**src/rtl/rf_wr_arbiter.sv**
```systemverilog
// rf_wr_arbiter: two-source writeback arbiter for the register-file write port.
// Define RF_WR_ARB_RR_EN for round-robin arbitration; otherwise requester 0 wins.
module rf_wr_arbiter #(
    parameter int ADDR_WIDTH = 5,
    parameter int DATA_WIDTH = 32,
    parameter int DEPTH      = 2
) (
    input  logic                  clk,
    input  logic                  rst,
    input  logic                  req0_valid,
    output logic                  req0_ready,
    input  logic [ADDR_WIDTH-1:0] req0_addr,
    input  logic [DATA_WIDTH-1:0] req0_data,
    input  logic                  req1_valid,
    output logic                  req1_ready,
    input  logic [ADDR_WIDTH-1:0] req1_addr,
    input  logic [DATA_WIDTH-1:0] req1_data,
    output logic                  rf_we,
    output logic [ADDR_WIDTH-1:0] rf_wa,
    output logic [DATA_WIDTH-1:0] rf_wd,
    input  logic [ADDR_WIDTH-1:0] chk_addr,
    output logic                  chk_busy,
    output logic                  idle
);

    localparam int PW = $clog2(DEPTH);
    localparam int CW = PW + 1;

    typedef enum logic {
        S_IDLE,
        S_WRITE
    } state_t;

    logic [1:0]                 w_valid;
    logic [1:0][ADDR_WIDTH-1:0] w_addr;
    logic [1:0][DATA_WIDTH-1:0] w_data;
    logic [1:0]                 w_full;
    logic [1:0]                 w_ne;
    logic [1:0]                 w_enq;
    logic [1:0]                 w_gnt;
    logic [1:0][ADDR_WIDTH-1:0] w_head_a;
    logic [1:0][DATA_WIDTH-1:0] w_head_d;
    logic [ADDR_WIDTH-1:0]      w_sel_a;
    logic [DATA_WIDTH-1:0]      w_sel_d;
    logic                       w_busy;

    logic [ADDR_WIDTH-1:0] r_fa [2][DEPTH];
    logic [DATA_WIDTH-1:0] r_fd [2][DEPTH];
    logic [PW-1:0]         r_wp [2];
    logic [PW-1:0]         r_rp [2];
    logic [CW-1:0]         r_cnt [2];

    state_t                r_state;
    logic                  r_we;
    logic [ADDR_WIDTH-1:0] r_wa;
    logic [DATA_WIDTH-1:0] r_wd;

    assign w_valid = {req1_valid, req0_valid};
    assign w_addr  = {req1_addr, req0_addr};
    assign w_data  = {req1_data, req0_data};

    // FIFO status and accept decision; x0 writes are swallowed here
    always_comb begin
        w_full   = '0;
        w_ne     = '0;
        w_enq    = '0;
        w_head_a = '0;
        w_head_d = '0;
        for (int i = 0; i < 2; i++) begin
            w_full[i]   = (r_cnt[i] == CW'(DEPTH));
            w_ne[i]     = (r_cnt[i] != '0);
            w_enq[i]    = w_valid[i] && !w_full[i] && (w_addr[i] != '0);
            w_head_a[i] = r_fa[i][r_rp[i]];
            w_head_d[i] = r_fd[i][r_rp[i]];
        end
    end

    assign req0_ready = !w_full[0];
    assign req1_ready = !w_full[1];

    // FIFO pointers, counts and storage for both requesters
    always_ff @(posedge clk) begin
        if (rst) begin
            for (int i = 0; i < 2; i++) begin
                r_wp[i]  <= '0;
                r_rp[i]  <= '0;
                r_cnt[i] <= '0;
            end
        end else begin
            for (int i = 0; i < 2; i++) begin
                if (w_enq[i]) begin
                    r_fa[i][r_wp[i]] <= w_addr[i];
                    r_fd[i][r_wp[i]] <= w_data[i];
                    r_wp[i]          <= r_wp[i] + PW'(1);
                end
                if (w_gnt[i]) begin
                    r_rp[i] <= r_rp[i] + PW'(1);
                end
                if (w_enq[i] && !w_gnt[i]) begin
                    r_cnt[i] <= r_cnt[i] + CW'(1);
                end else if (!w_enq[i] && w_gnt[i]) begin
                    r_cnt[i] <= r_cnt[i] - CW'(1);
                end
            end
        end
    end

`ifdef RF_WR_ARB_RR_EN
    logic r_prio;

    // Round-robin grant: r_prio = 1 means requester 1 wins a tie
    always_comb begin
        w_gnt    = '0;
        w_gnt[0] = w_ne[0] && (!w_ne[1] || !r_prio);
        w_gnt[1] = w_ne[1] && (!w_ne[0] || r_prio);
    end

    // Hand priority to the other requester after each grant
    always_ff @(posedge clk) begin
        if (rst) begin
            r_prio <= 1'b0;
        end else if (w_gnt[0]) begin
            r_prio <= 1'b1;
        end else if (w_gnt[1]) begin
            r_prio <= 1'b0;
        end
    end
`else
    // Fixed priority grant: requester 0 always wins
    always_comb begin
        w_gnt    = '0;
        w_gnt[0] = w_ne[0];
        w_gnt[1] = w_ne[1] && !w_ne[0];
    end
`endif

    assign w_sel_a = w_gnt[1] ? w_head_a[1] : w_head_a[0];
    assign w_sel_d = w_gnt[1] ? w_head_d[1] : w_head_d[0];

    // Output stage: register the granted head onto the write port
    always_ff @(posedge clk) begin
        if (rst) begin
            r_state <= S_IDLE;
            r_we    <= 1'b0;
            r_wa    <= '0;
            r_wd    <= '0;
        end else begin
            unique case (r_state)
                S_IDLE: begin
                    if (|w_gnt) begin
                        r_state <= S_WRITE;
                        r_we    <= 1'b1;
                        r_wa    <= w_sel_a;
                        r_wd    <= w_sel_d;
                    end
                end
                S_WRITE: begin
                    if (|w_gnt) begin
                        r_we <= 1'b1;
                        r_wa <= w_sel_a;
                        r_wd <= w_sel_d;
                    end else begin
                        r_state <= S_IDLE;
                        r_we    <= 1'b0;
                    end
                end
            endcase
        end
    end

    // Hazard check over occupied FIFO slots and the output stage
    always_comb begin
        logic [PW-1:0] off;
        w_busy = 1'b0;
        off    = '0;
        for (int i = 0; i < 2; i++) begin
            for (int j = 0; j < DEPTH; j++) begin
                off = PW'(j) - r_rp[i];
                if (({1'b0, off} < r_cnt[i]) && (r_fa[i][j] == chk_addr)) begin
                    w_busy = 1'b1;
                end
            end
        end
        if (r_we && (r_wa == chk_addr)) begin
            w_busy = 1'b1;
        end
        if (chk_addr == '0) begin
            w_busy = 1'b0;
        end
    end

    assign chk_busy = w_busy;
    assign rf_we    = r_we;
    assign rf_wa    = r_wa;
    assign rf_wd    = r_wd;
    assign idle     = !w_ne[0] && !w_ne[1] && !r_we;

endmodule
```
**config.mk**
```make
export PLATFORM = sky130hd
export DESIGN_NAME = rf_wr_arbiter
export DESIGN_NICKNAME = d
export VERILOG_FILES = /design/src/rtl/rf_wr_arbiter.sv
export SDC_FILE = /design/constraint.sdc
export NUM_CORES = 1
export LEC_CHECK = 0
export CAP_MARGIN = 20
export CORE_AREA = 2 2 152 154
export DETAILED_ROUTE_END_ITERATION = 7
export DIE_AREA = 0 0 154 156
export GPL_TIMING_DRIVEN = 0
export SLEW_MARGIN = 20
export SYNTH_ARGS = -nofsm -noshare
export SYNTH_HDL_FRONTEND = slang
export SYNTH_SLANG_ARGS = --single-unit
```
**constraint.sdc**
```tcl
create_clock -name clk -period 5.4 [get_ports clk]
set_clock_uncertainty 0.15 [all_clocks]
set_input_delay 0.81 -clock clk [delete_from_list [all_inputs] [get_ports clk]]
set_output_delay 0.81 -clock clk [all_outputs]
set_load 0.05 [all_outputs]
```
==> impl_metrics.tcl, run 1 <==
set metrics [dict create \
    status "finished, final reports clean" \
    cts_tree "yes" \
    die_area_um2 24000 \
    finalMaxSlewViolations 0 \
    core_um2 22400 \
    ys_warn_count 0 \
    via_per_inst 4.98 \
    power_mw 5.16 \
    synth_compound_area_share_pct 8.75 \
    path_max_fanout 10 \
    vdd_ir_drop_max_uv 214 \
    worstRegToRegCells 7 \
    wl_met1_um 8000 \
    wire_per_inst_um 18.7 \
    gr-total-overflow 0 \
    fmaxAchievable_mhz 249 \
    grt_pass1_wl_um 27400 \
    stdcell_count 969 \
    drtPass1Iterations 6 \
    antenna_found_initial 1 \
    io_pins 125 \
    max_stage_delay_ns 0.81 \
    finalSetupTns_ns 0 \
    routed_wl_um 18200 \
    final_nets 755 \
    fp-row-count 55 \
    clk_pin_slew_ns 0.07 \
    area_growth_pct 30.0 \
    cts_buffers 17 \
    route.met3.wl_um 913 \
    register_area_um2 5470 \
    cts_max_level 4 \
    dieWidth_um 154 \
    fin_ws_ns 1.39 \
    netlist_area_um2 7750 \
    worstPathRequired_ns 4.44 \
    critical_path.cell_chain "inv_1 > ha_1 > clkbuf_1 > clkbuf_1 > nand2_1 > nor2_1 > clkdlybuf4s50_1" \
    start_util_pct 34.6 \
    drive_above_1_share_pct 10.7 \
    crit_slowest_cell "clkdlybuf4s50_1" \
    place_ws_ns 1.67 \
    synth_seq_area_share_pct 70.5 \
    multi_input_area_um2 2110 \
    p_int_mw 3.25 \
    insertion_delay_ns 0.42 \
    place_area_um2 9480 \
    synth_mux_area_share_pct 9.69 \
    synth_fa_ha_area_share_pct 0.323 \
    num_vias 4821 \
    min_period_over_period_pct 74.3 \
    final_common_cell "edfxtp_1" \
    cts_hold_buf 0 \
    ys_seq_elements 195 \
    clockBufferDepth 2 \
    crit_type "flop to output port" \
    hold_ws_ns 0.379 \
    hold_path_class "flop to flop" \
    end_kind "output port" \
    highest_layer "met4" \
    grt_max_degree 19 \
    dpl.hpwl_um 13400 \
    synth_simple_gate_area_share_pct 5.25 \
    die_h_um 156 \
    finalHoldViolations 0 \
    p_leak_nw 3.43 \
    rsz0062_at_grt "no" \
    post-route-util_pct 45.0 \
    worstHoldPathCells 2 \
    syn_avg_cell_area_um2 15.0 \
    synth_cell_types 35 \
    cp_top_family "buffers and inverters" \
    cts_root_buffer "clkbuf_16" \
    grt_pass1_vias 4973 \
    io_buffer_count 118 \
    final_cell_mix "edfxtp_1 (156), clkdlybuf4s50_1 (118), mux2i_1 (75)" \
    cp.depth 7 \
    seqPwrFrac_pct 38.5 \
    grt_usage_pct 15.3 \
    cts_sinks 195 \
    p_switching_mw 1.91 \
    synth_top_family_by_area "multiplexers" \
    worst_slew_pin_slew_ns 0.824 \
    place_inst 936 \
    drc 0 \
    final_cell_area_um2 10100 \
    wl_met2_um 9060 \
    power_switching_share_pct 37.0 \
    cts_setup_buffers 0 \
    synth_xor_area_share_pct 2.94 \
    finalSetupViolCount 0 \
    post-route-min-period_ns 4.01 \
    start_kind "flop" \
    cts_resized 0 \
    drt_iter0_drc 208 \
    relSlewSlack_pct 44.8 \
    gp_congestion 0.836 \
    power_density_nw_per_um2 512 \
    final_antenna_net_count 0 \
    combPwrFrac_pct 37.0 \
    clockPowerShare_pct 24.5 \
    cpMostUsedCell "clkbuf_1" \
    syn-instance-count 516 \
    maxCapViolations 0 \
    syn-num-nets 601 \
    r2r_slack_ns 2.79 \
    fill_cells 1961 \
    arrival_ns 3.05 \
    critPathBufInv 4 \
]
## power by group through the flow
stage          clock (mW)  sequential (mW)  combinational [mW]
2_1_floorplan           0             2.38               0.884
3_3_place_gp            0             2.02                1.86
3_5_place_dp            0             2.02                1.92
4_1_cts              1.28             1.98                1.93
5_1_grt              1.35             2.00                2.05
6_report             1.26             1.99                1.91
## state kept, by name, summed over array words and instances (netlist names)
| signal | flops |
|---|---|
| rf_wa | 5 |
| r_cnt | 4 |
| r_fd | 128 |
| rf_wd | 32 |
| rf_we | 1 |
| r_wp | 2 |
| r_fa | 20 |
| r_rp | 2 |
| r_state | 1 |
## Yosys cell counts, drive strengths merged
library cell	instances	area share [%]
nor4	1	0.081
edfxtp	156	60
o2111ai	1	0.11
or2	3	0.24
nor2	43	2.1
nor3b	4	0.39
dfxtp	39	10
nand4	3	0.24
and2	1	0.097
a21o	1	0.097
buf	12	0.79
xnor2	16	1.8
or4	3	0.39
a21oi	8	0.52
or3	1	0.081
xor2	10	1.1
a211oi	74	7.2
clkbuf	29	1.4
o211ai	1	0.27
nand2	1	0.048
mux2i	75	9.7
o21ai	1	0.21
or2b	1	0.097
nor2b	1	0.081
ha	2	0.32
o311ai	1	0.21
and2b	1	0.097
a31oi	2	0.16
nand2b	6	0.48
inv	6	0.29
nor3	13	0.84
## logic make-up (layout without fill, tap and decap cells)
family / Yosys count / count (layout)
multiplexers: 75 / 75
XOR/XNOR: 26 / 26
other: 0 / 1
buffers and inverters: 47 / 214
flip-flops: 195 / 195
adder cells (fa/ha/maj): 2 / 2
AO/OA/AOI/OAI: 89 / 89
AND/OR/NAND/NOR: 82 / 82
## worst register-to-register path, stage by stage, from the launching register on
cell and delay (ns):
edfxtp_1 0.40, inv_1 0.09, ha_1 0.21, inv_1 0.12, o211ai_4 0.17, nor3b_2 0.71
buf_6 0.25, buf_4 0.21
## layout make-up
cell class	instances	share of cell area, %
well taps	285	3.54
clock inverters	12	1.47
flip-flops and latches	195	54.3
clock buffers	20	4.43
repair buffers	135	13.4
inverters	6	0.224
diodes	1	0.0248
plain buffers	41	1.71
multi-input cells	274	20.9
## worst paths after layout
check / startpoint / endpoint
setup reg to reg: r_cnt[1][0]$_DFFE_PP_ / r_fd[0][68]$_DFFE_PP_
hold / removal: r_state$_SDFF_PP0_ / rf_we$_SDFFE_PP0P_
setup / recovery: r_cnt[1][0]$_DFFE_PP_ / idle
hold reg to reg: r_state$_SDFF_PP0_ / rf_we$_SDFFE_PP0P_
## metal layers
layer | vias up | track usage, %
met5 | - | 0
met4 | 0 | 4.45
met3 | 13 | 3.81
met2 | 147 | 26.2
met1 | 2380 | 19.2
li1 | 2281 | -
(Power assumes the default switching activity.)
==> inputs of run 2 (changes only) <==
==> constraint.sdc (replaced) <==
create_clock -name clk -period 3.95 [get_ports clk]
set_clock_uncertainty 0.15 [all_clocks]
set_input_delay 0.5925 -clock clk [delete_from_list [all_inputs] [get_ports clk]]
set_output_delay 0.5925 -clock clk [all_outputs]
set_load 0.05 [all_outputs]
==> run 2 against run 1 <==
Register-to-register slack got worse by 1.5 ns. Via count is 1.1% lower. Combinational power is 37% higher. Routed wire length up 0.62%. Highest routed layer unchanged. Global-route usage grew 0.38 points. Critical path depth up 1. Count of clock-buffer cells in the layout down 1. Total power is 36% higher. Flip-flop and latch count did not move.
==> impl_metrics.tcl, run 2 (synthesis results as in run 1) <==
set metrics [dict create \
    worstRegToRegCells 7 \
    cts_sinks 195 \
    gr-total-overflow 0 \
    power_density_nw_per_um2 698 \
    cts_tree "yes" \
    rr_startpoint "r_cnt[1][0]$_DFFE_PP_" \
    fin_ws_ns 0.280 \
    drtPass1Iterations 4 \
    worst_slew_pin_slew_ns 0.927 \
    r2r_slack_ns 1.26 \
    num_vias 4770 \
    io_pins 125 \
    finalSetupViolCount 0 \
    final_cell_mix "edfxtp_1 (156), clkdlybuf4s50_1 (118), mux2i_1 (75)" \
    dpl.hpwl_um 13600 \
    antenna_found_initial 0 \
    cts_hold_buf 0 \
    grt_pass1_wl_um 28000 \
    holdPathEnd "rf_we$_SDFFE_PP0P_" \
    gp_congestion 0.844 \
    end_kind "output port" \
    insertion_delay_ns 0.43 \
    cts_max_level 4 \
    crit_type "flop to output port" \
    clk_pin_slew_ns 0.07 \
    finalHoldViolations 0 \
    final_cell_area_um2 10100 \
    finalSetupTns_ns 0 \
    die_h_um 156 \
    fp-row-count 55 \
    area_growth_pct 30.1 \
    relSlewSlack_pct 38.2 \
    clockBufferDepth 2 \
    final_nets 747 \
    core_um2 22400 \
    io_buffer_count 118 \
    wire_per_inst_um 19.0 \
    grt_max_degree 18 \
    hold_path_class "flop to flop" \
    final_common_cell "edfxtp_1" \
    rsz0062_at_grt "no" \
    post-route-min-period_ns 3.67 \
    die_area_um2 24000 \
    largest_reg_flops 128 \
    via_per_inst 4.97 \
    drc 0 \
    maxCapViolations 0 \
    cts_setup_buffers 0 \
    fmaxAchievable_mhz 272 \
    critPathBufInv 4 \
    cts_buffers 17 \
    hold_ws_ns 0.387 \
    grt_pass1_vias 5156 \
    min_from "r_state$_SDFF_PP0_" \
    final_antenna_net_count 0 \
    drt_iter0_drc 300 \
    start_kind "flop" \
    rr_endpoint "r_fd[0][66]$_DFFE_PP_" \
    arrival_ns 2.93 \
    vdd_ir_drop_max_uv 397 \
    finalMaxSlewViolations 0 \
    path_max_fanout 10 \
    cts_root_buffer "clkbuf_16" \
    dieWidth_um 154 \
    p_leak_nw 3.42 \
    start_util_pct 34.6 \
    crit_slowest_cell "clkdlybuf4s50_1" \
    worstHoldPathCells 2 \
    status "finished, final reports clean" \
    worstPathRequired_ns 3.21 \
    critical_path.cell_chain "buf_2 > buf_2 > buf_4 > a21oi_1 > nor3_1 > nor3_1 > a21oi_1 > clkdlybuf4s50_1" \
    drive_above_1_share_pct 9.48 \
    diodes 0 \
    place_area_um2 9490 \
    grt_usage_pct 15.7 \
    place_ws_ns 0.598 \
    routed_wl_um 18300 \
    min_period_over_period_pct 92.9 \
    fill_cells 1990 \
    max_stage_delay_ns 0.82 \
    cp_top_family "buffers and inverters" \
]
## run 2: changes by cell type in the layout (fill, tap and decap cells not counted), moves of 2 or more
cell      before  now
nor3b_4        0    2
nor3b_2        2    0
buf_4          7    1
buf_8          0    3
clkinv_1       0    2
nor3_2         2    0
buf_16         0    3
nor3_4         0    2
buf_6         11    3
## run 2: timing repair
item                                    in CTS  in global routing
endpoints found under the setup margin       0                  1
hold endpoints to repair                     0                  0
resized for setup                            0                  2
## run 2: final cells by class
cell class	instances	area (um^2)	share of cell area [%]
flip-flops and latches	195	5470	54.2
multi-input cells	274	2130	21.2
repair buffers	127	1340	13.3
clock buffers	19	433	4.30
well taps	285	357	3.54
plain buffers	41	174	1.73
clock inverters	13	150	1.49
inverters	6	22.5	0.223
## run 2: power breakdown
group / total [mW] / switching (mW) / internal, mW / leakage [nW]
logic: 2.61 / 1.67 / 0.937 / 1.37
clock network: 1.71 / 0.761 / 0.946 / 0.281
registers: 2.72 / 0.170 / 2.55 / 1.77
total: 7.03 / 2.61 / 4.43 / 3.42
## run 2: worst max path at each step
| stage | from | to | slack (ns) | depth (start not counted) |
|---|---|---|---|---|
| after global placement | req1_addr[3] | r_fd[0][66]$_DFFE_PP_ | -0.59 | 4 |
| after CTS | r_cnt[1][0]$_DFFE_PP_ | idle | 0.13 | 7 |
| after detailed placement | r_cnt[1][0]$_DFFE_PP_ | idle | 0.60 | 7 |
| final | r_rp[0][1]$_SDFFCE_PN0P_ | chk_busy | 0.28 | 8 |
| after global routing | r_rp[0][1]$_SDFFCE_PN0P_ | chk_busy | 0.09 | 8 |
| after floorplan | r_cnt[1][0]$_DFFE_PP_ | r_fa[0][10]$_DFFE_PP_ | 0.68 | 5 |
## run 2: metrics by stage
step | total power, mW | utilization, % | instances
3_3_place_gp | 5.30 | 41.6 | 919
5_1_grt | 7.38 | 45.1 | 960
2_1_floorplan | 4.46 | - | 516
3_5_place_dp | 5.40 | 42.4 | 928
4_1_cts | 7.11 | 45.1 | 960
6_report | 7.03 | 45.1 | 960
## run 2: routing by layer
layer | routed length (um) | global-route usage, %
met1 | 7560 | 19.1
met2 | 9000 | 26.4
met3 | 1390 | 5.08
met4 | 330 | 4.94
met5 | 0 | 0
## run 2: worst register-to-register path, delay by kind of cell (launching register included)
family	cells	cell delay, ns
compound gates	1	0.18
fa+ha+maj	1	0.21
buf+inv	4	0.64
flops	1	0.41
simple gates	1	0.80
